[config.mk]
export PLATFORM = sky130hd
export DESIGN_NAME = fifo_umbral
export DESIGN_NICKNAME = d
export VERILOG_FILES = /design/src/rtl/fifo_pkg.sv /design/src/rtl/fifo_mem.sv /design/src/rtl/fifo_umbral.sv
export SDC_FILE = /design/constraint.sdc
export NUM_CORES = 1
export LEC_CHECK = 0
export BUFFER_PORTS_ARGS = -buffer_cell sky130_fd_sc_hd__buf_2
export CAP_MARGIN = 20
export CORE_ASPECT_RATIO = 0.8
export CORE_MARGIN = 2
export CORE_UTILIZATION = 40
export CTS_BUF_LIST = sky130_fd_sc_hd__clkbuf_16
export DETAILED_ROUTE_END_ITERATION = 8
export HOLD_SLACK_MARGIN = 0.03
export MAX_ROUTING_LAYER = met4
export PLACE_DENSITY = 0.56
export REMOVE_ABC_BUFFERS = 1
export SYNTH_ARGS = -nofsm -noshare
export SYNTH_HDL_FRONTEND = slang
export SYNTH_SLANG_ARGS = --single-unit
[constraint.sdc]
create_clock -name clk -period 7.9 [get_ports clk]
set_clock_uncertainty 0.05 [all_clocks]
set_input_delay 0.79 -clock clk [delete_from_list [all_inputs] [get_ports clk]]
set_output_delay 0.79 -clock clk [all_outputs]
set_load 0.01 [all_outputs]
[src/rtl/fifo_pkg.sv]
// Shared definitions for the FIFO buffers and the 4-port arbiter that surrounds them:
// default geometry, destination-field position and default thresholds.
package fifo_pkg;

  localparam int FIFO_WORD_SIZE_DEF = 10;
  localparam int ADDR_WIDTH_DEF     = 3;

  // The two top bits of each word carry the destination port; the FIFO passes them through.
  localparam int DEST_MSB = FIFO_WORD_SIZE_DEF - 1;
  localparam int DEST_LSB = FIFO_WORD_SIZE_DEF - 2;

  localparam int UMBRAL_ALTO_DEF = 6;
  localparam int UMBRAL_BAJO_DEF = 2;

  // Accepted-operation encoding: {push accepted, pop accepted}.
  typedef enum logic [1:0] {
    OP_IDLE = 2'b00,
    OP_POP  = 2'b01,
    OP_PUSH = 2'b10,
    OP_BOTH = 2'b11
  } fifo_op_e;

endpackage

[src/rtl/fifo_mem.sv]
// Storage array for fifo_umbral: synchronous write, asynchronous read.
module fifo_mem #(
  parameter int FIFO_WORD_SIZE = 10,
  parameter int ADDR_WIDTH     = 3
) (
  input  logic                      clk,
  input  logic                      we,
  input  logic [ADDR_WIDTH-1:0]     waddr,
  input  logic [FIFO_WORD_SIZE-1:0] wdata,
  input  logic [ADDR_WIDTH-1:0]     raddr,
  output logic [FIFO_WORD_SIZE-1:0] rdata
);

  logic [FIFO_WORD_SIZE-1:0] mem [2**ADDR_WIDTH];

  // Contents are never reset; the top level masks the read port while empty.
  always_ff @(posedge clk) begin
    if (we) begin
      mem[waddr] <= wdata;
    end
  end

  assign rdata = mem[raddr];

endmodule

[src/rtl/fifo_umbral.sv]
// First-word-fall-through FIFO with programmable almost-full / almost-empty thresholds.
// Optional sticky overflow/underflow flag enabled by defining FIFO_ERROR_EN.
module fifo_umbral
  import fifo_pkg::*;
#(
  parameter int FIFO_WORD_SIZE = FIFO_WORD_SIZE_DEF,
  parameter int ADDR_WIDTH     = ADDR_WIDTH_DEF
) (
  input  logic                      clk,
  input  logic                      reset,
  input  logic                      push,
  input  logic                      pop,
  input  logic [FIFO_WORD_SIZE-1:0] data_in,
  input  logic [ADDR_WIDTH:0]       umbral_alto,
  input  logic [ADDR_WIDTH:0]       umbral_bajo,
  output logic [FIFO_WORD_SIZE-1:0] data_out,
  output logic                      empty,
  output logic                      full,
  output logic                      almost_full,
  output logic                      almost_empty,
  output logic                      error,
  output logic [ADDR_WIDTH:0]       count
);

  localparam logic [ADDR_WIDTH:0] DEPTH = {1'b1, {ADDR_WIDTH{1'b0}}};

  logic [ADDR_WIDTH-1:0]     wr_ptr;
  logic [ADDR_WIDTH-1:0]     rd_ptr;
  logic [ADDR_WIDTH:0]       count_r;
  logic                      push_acc;
  logic                      pop_acc;
  fifo_op_e                  op;
  logic [FIFO_WORD_SIZE-1:0] rdata;

  function automatic logic [ADDR_WIDTH:0] next_count(input logic [ADDR_WIDTH:0] c,
                                                     input fifo_op_e         o);
    case (o)
      OP_PUSH: next_count = c + 1'b1;
      OP_POP:  next_count = c - 1'b1;
      default: next_count = c;
    endcase
  endfunction

  // A push into a full FIFO is only accepted when a pop frees the head slot in the same cycle;
  // a pop from an empty FIFO is never accepted, even alongside a push.
  assign push_acc = push && (!full || pop);
  assign pop_acc  = pop && !empty;
  assign op       = fifo_op_e'({push_acc, pop_acc});

  always_ff @(posedge clk) begin
    if (reset) begin
      wr_ptr  <= '0;
      rd_ptr  <= '0;
      count_r <= '0;
    end else begin
      if (push_acc) begin
        wr_ptr <= wr_ptr + 1'b1;
      end
      if (pop_acc) begin
        rd_ptr <= rd_ptr + 1'b1;
      end
      count_r <= next_count(count_r, op);
    end
  end

  fifo_mem #(
    .FIFO_WORD_SIZE(FIFO_WORD_SIZE),
    .ADDR_WIDTH    (ADDR_WIDTH)
  ) u_mem (
    .clk  (clk),
    .we   (push_acc && !reset),
    .waddr(wr_ptr),
    .wdata(data_in),
    .raddr(rd_ptr),
    .rdata(rdata)
  );

  // Status is combinational from the registered count and the live threshold inputs.
  assign count        = count_r;
  assign empty        = (count_r == '0);
  assign full         = (count_r == DEPTH);
  assign almost_full  = (umbral_alto != '0) && (count_r >= umbral_alto);
  assign almost_empty = (count_r != '0) && (count_r <= umbral_bajo);
  assign data_out     = empty ? '0 : rdata;

`ifdef FIFO_ERROR_EN
  logic overflow;
  logic underflow;
  logic error_r;

  assign overflow  = push && full && !pop;
  assign underflow = pop && empty;

  always_ff @(posedge clk) begin
    if (reset) begin
      error_r <= 1'b0;
    end else if (overflow || underflow) begin
      error_r <= 1'b1;
    end
  end

  assign error = error_r;
`else
  assign error = 1'b0;
`endif

endmodule
After elaboration in Yosys (flattened, before gate mapping) --
Memory sizes are Yosys's and may differ from the RTL's. A register that Yosys moved wholly into a read port is not among the register bits. Cells that the tools add are included.
Operators by class: $add $sub $neg 4, reduce and logical (&&, ||, !) cells 13, multiplexer cells 6, magnitude comparators 2, equality and inequality tests 3
Operator list (count):
- 10-bit two-way mux | 1
- 4-bit one-hot mux with 2 select lines | 1
- 4-bit nonzero test | 2
- 3-bit by 1-bit adder with 3-bit output (second input constant) | 2
- 3-bit two-way mux | 2
- 1-bit logical AND | 5
- 4-bit by 1-bit adder with 4-bit output (second input constant) | 1
- 4-bit equality test (second input constant) | 1
- 4-bit greater-or-equal comparator | 1
- 4-bit <= comparator | 1
- 4-bit zero test | 1
- 4-bit by 1-bit subtractor with 4-bit output (second input constant) | 1
- 1-bit zero test | 3
- 2-bit by 1-bit equality test with 1-bit output (second input constant) | 1
- 2-bit equality test (second input constant) | 1
- 1-bit two-way mux | 2
- 2-bit nonzero test | 1
- 1-bit logical OR | 1
Storage, ports and cells: bits in writable memories 80, output and inout bits 19, bits of input ports 22, memories 1, bits in registers 10
Memories:
- u_mem.mem | depth 8, width 10, rd ports 1, clocked after memory_dff 1, wr ports 1, RTL line fifo_mem.sv:14 | logic [FIFO_WORD_SIZE-1:0] mem [2**ADDR_WIDTH];

Longest topological paths before layout --
depth after elaboration 7, mapped depth 10, mapped depth without buffers 9

Cells and area by module --
Synthesis repeated with hierarchy kept, for this count alone.
Unflattened totals: cell total of the unflattened synthesis 224, area total of the unflattened synthesis 3936.3 um^2
By module, submodules not included:
- fifo_mem | cells each 128, area an instance 3133.0 um^2, instances 1
- fifo_umbral | cells each 96, area an instance 803.3 um^2, instances 1

Worst setup path after synthesis --
No wires, ideal clock.
path type in2reg, start point input port pop, end point memory u_mem.mem[4][0] (enable), required time 7.447 ns, setup time 0.403 ns, arrival time 2.200 ns, buffers on the path 0, setup slack 5.247 ns, stages on the path 3, path through o21ai_4 or2_2 nor4_1
Between the ends: cells in the longest elaborated chain, start to end 5
Ends and longest elaborated chain:
- from (decl) | RTL line fifo_umbral.sv:12 | input logic pop,
- 1-bit logical OR | RTL line fifo_umbral.sv:46 | assign push_acc = push && (!full || pop);
- 1-bit logical AND | RTL line fifo_umbral.sv:46
- 1-bit logical AND | RTL line fifo_umbral.sv:71 | .we (push_acc && !reset),
- 1-bit two-way mux | RTL line fifo_mem.sv:18 | if (we) begin
- 1-bit two-way mux (not written as such) | RTL line fifo_mem.sv:19 | mem[waddr] <= wdata;
- to (decl) | RTL line fifo_mem.sv:14
No other way between the ends.

==> run metrics <==
status finished, final reports clean; Met3 Wirelength 350 um; RSZ-0062 raised after global routing false; Cells after Synth 230; FF-to-FF End count[2]$_SDFFE_PP0P_; DR top layer met4; final setup violating endpoints 0; largest net degree at the start of global routing 21; drt drc 0; Power per Cell Area 289 mW/mm2; Worst-path clk slew 0.06 ns; root buf cell clkbuf_16; biggest cell delay along the critical path 0.96 ns; Synth-to-Final Area Change 17.2%; Ports 41; dpl cell area 0.00431 mm2; worst hold path depth 2; part of the Yosys area used for sequential elements 68.1%; via count 2077; most frequent cell after synthesis edfxtp_1; DRT iter0 DRCs 126; CTS tree built; top post-synthesis cells by area edfxtp_1, mux4_2, dfxtp_1; Hold Violations, Final 0; crit path launch type flop; #FFs+latches synth 93; crit path DAT 2.08 ns; Netlist cell types 36; CP Class flop to output port; most instantiated cells after synthesis edfxtp_1, nor2_1, mux4_2; period utilization 37.0%; GRT overflow 0; share of cells above drive strength 1 32.3%; ANT nets after route 0; Hold Startpoint rd_ptr[1]$_SDFFE_PP0P_; DR vias/cell 5.14; Reg2Reg Depth 9; Layout Nets 315; WL met1 3470 um; clock insertion delay at the later pin of the skew report 0.34 ns; crit end category output port; CTS Sinks 93; setup TNS 0 ns; WL final 7260 um; critical-path cell list mux4_2 > mux2i_1 > nor2_1 > buf_2; Yosys top cell by area edfxtp_1; die height 92.4 um; DRT Pass-1 Iters 4; initial antenna violation count 0; Tot Pwr 1.33 mW; WP data required 7.06 ns; hpwl dp 4480 um; hold-fix buffers at CTS 0; FMAX 0.342 GHz; post-synth top area share 61.4%; Initial Util 40.9%; die footprint 0.0106 mm2; Period minus WS final 2.92 ns; Slew HR 34.5%; Hold EP rd_ptr[1]$_SDFFE_PP0P_; routability congestion estimate from global placement 0.717; FF-to-FF Start count[1]$_SDFFE_PP0P_; first-pass GRT wire length 11500 um; die width 115 um; post-layout util 47.9%; Slew @ Worst Pin 0.982 ns; Worst path depth 4; worst hold path class flop to flop; reg2reg setup slack 5.16 ns; commonest register cell after synthesis edfxtp_1; diodes inserted 0; Slew Limit Fails 0; crit-path max FO 20; # resized after CTS 0; number of synthesized flops with an enable pin 80; CTS H-Tree Depth 3; Max clock buf depth 2; syn avg cell area 17.0 um2; CTS Buf Count 9; VDD IR-drop max 112 uV; row count 32; Synth async-reset ratio 0%; cell with the largest stage delay on the worst path dfxtp_1; Mapped Area 0.00391 mm2; Buf+Inv Stages, Crit Path 1; Tot GR Track Use 15.5%; vias in the first global route 2083; total number of yosys warnings 0; Fillers 830; WL/cell 18.0 um; setup repair bufs after CTS 0; delay-heaviest family, CP flip-flops; PortBufs 39; Core Area 0.00957 mm2; max_cap viols 0; post-route cell area 0.00458 mm2; leakage power 1.63 nW; routed wl met2 3310 um
-- through the flow --
step / setup slack, ns / hold WS, ns / std cells
2_1_floorplan: 4.44 / 0.435 / 221
3_3_place_gp: 5.10 / 0.454 / 388
3_5_place_dp: 5.10 / 0.462 / 388
4_1_cts: 4.89 / 0.485 / 404
5_1_grt: 4.79 / 0.518 / 404
6_report: 4.98 / 0.482 / 404
-- state kept, by name, summed over array words and instances, names as in the netlist, named ones only --
| name | cells |
|---|---|
| count | 4 |
| u_mem.mem | 80 |
| rd_ptr | 3 |
| wr_ptr | 3 |
-- how the worst max path moves through the flow --
stage                                      from                    end  slack (ns)
final                                      flop            data_out[8]        4.98
after global routing                       flop            data_out[8]        4.79
after CTS                                  flop            data_out[8]        4.89
after detailed placement         umbral_bajo[1]           almost_empty        5.10
after global placement           umbral_bajo[1]           almost_empty        5.10
after floorplan           count[1]$_SDFFE_PP0P_  count[2]$_SDFFE_PP0P_        4.44
-- cells by family after synthesis --
family	count (synthesis)	share of synthesized area [%]
AND/OR/NAND/NOR	50	6.46
flip-flops	93	68.1
adder cells (fa/ha/maj)	13	4.16
XOR/XNOR	7	1.57
buffers and inverters	19	2.18
other	1	0.0959
multiplexers	34	15.1
AO/OA/AOI/OAI	13	2.30
-- area by class of cell --
type	count	area, um2	area share [%]
multi-input cells	118	1200	26.1
well taps	119	149	3.25
inverters	10	37.5	0.819
flip-flops and latches	93	2660	58.1
clock buffers	9	225	4.91
repair buffers	48	263	5.73
clock inverters	7	50.0	1.09
-- where the power goes --
part / switching [mW] / internal, mW
registers: 0.0316 / 0.556
logic: 0.175 / 0.166
clock network: 0.182 / 0.215
-- worst reg2reg max path, stage by stage, from the launching register on --
cell and delay (ns):
dfxtp_1 0.42, or4b_4 0.59, o21ai_4 0.30, ha_1 0.32, xor2_1 0.17, ha_1 0.16
a21oi_1 0.05, xor2_1 0.17, or3_1 0.31, a21oi_1 0.14
-- per-layer routing --
| metal | global-route usage [%] | up-vias |
|---|---|---|
| li1 | - | 985 |
| met1 | 21.9 | 1041 |
| met2 | 21.8 | 41 |
| met3 | 3.66 | 10 |
| met4 | 6.10 | 0 |
| met5 | - | - |
-- cells in the final DEF (no fill, tap or decap), drive strengths merged, types with 3 or more instances in the layout --
cell type / synthesis / routed
dfxtp: 13 / 13
o21ai: 4 / 4
edfxtp: 80 / 80
nor3: 4 / 4
nor2b: 3 / 3
inv: 10 / 14
nor2: 26 / 26
xor2: 5 / 5
ha: 13 / 13
nor4: 4 / 4
clkbuf: 4 / 9
a21oi: 4 / 4
mux4: 20 / 20
buf: 5 / 48
mux2i: 13 / 13
Power figures use the tool's default switching activity.
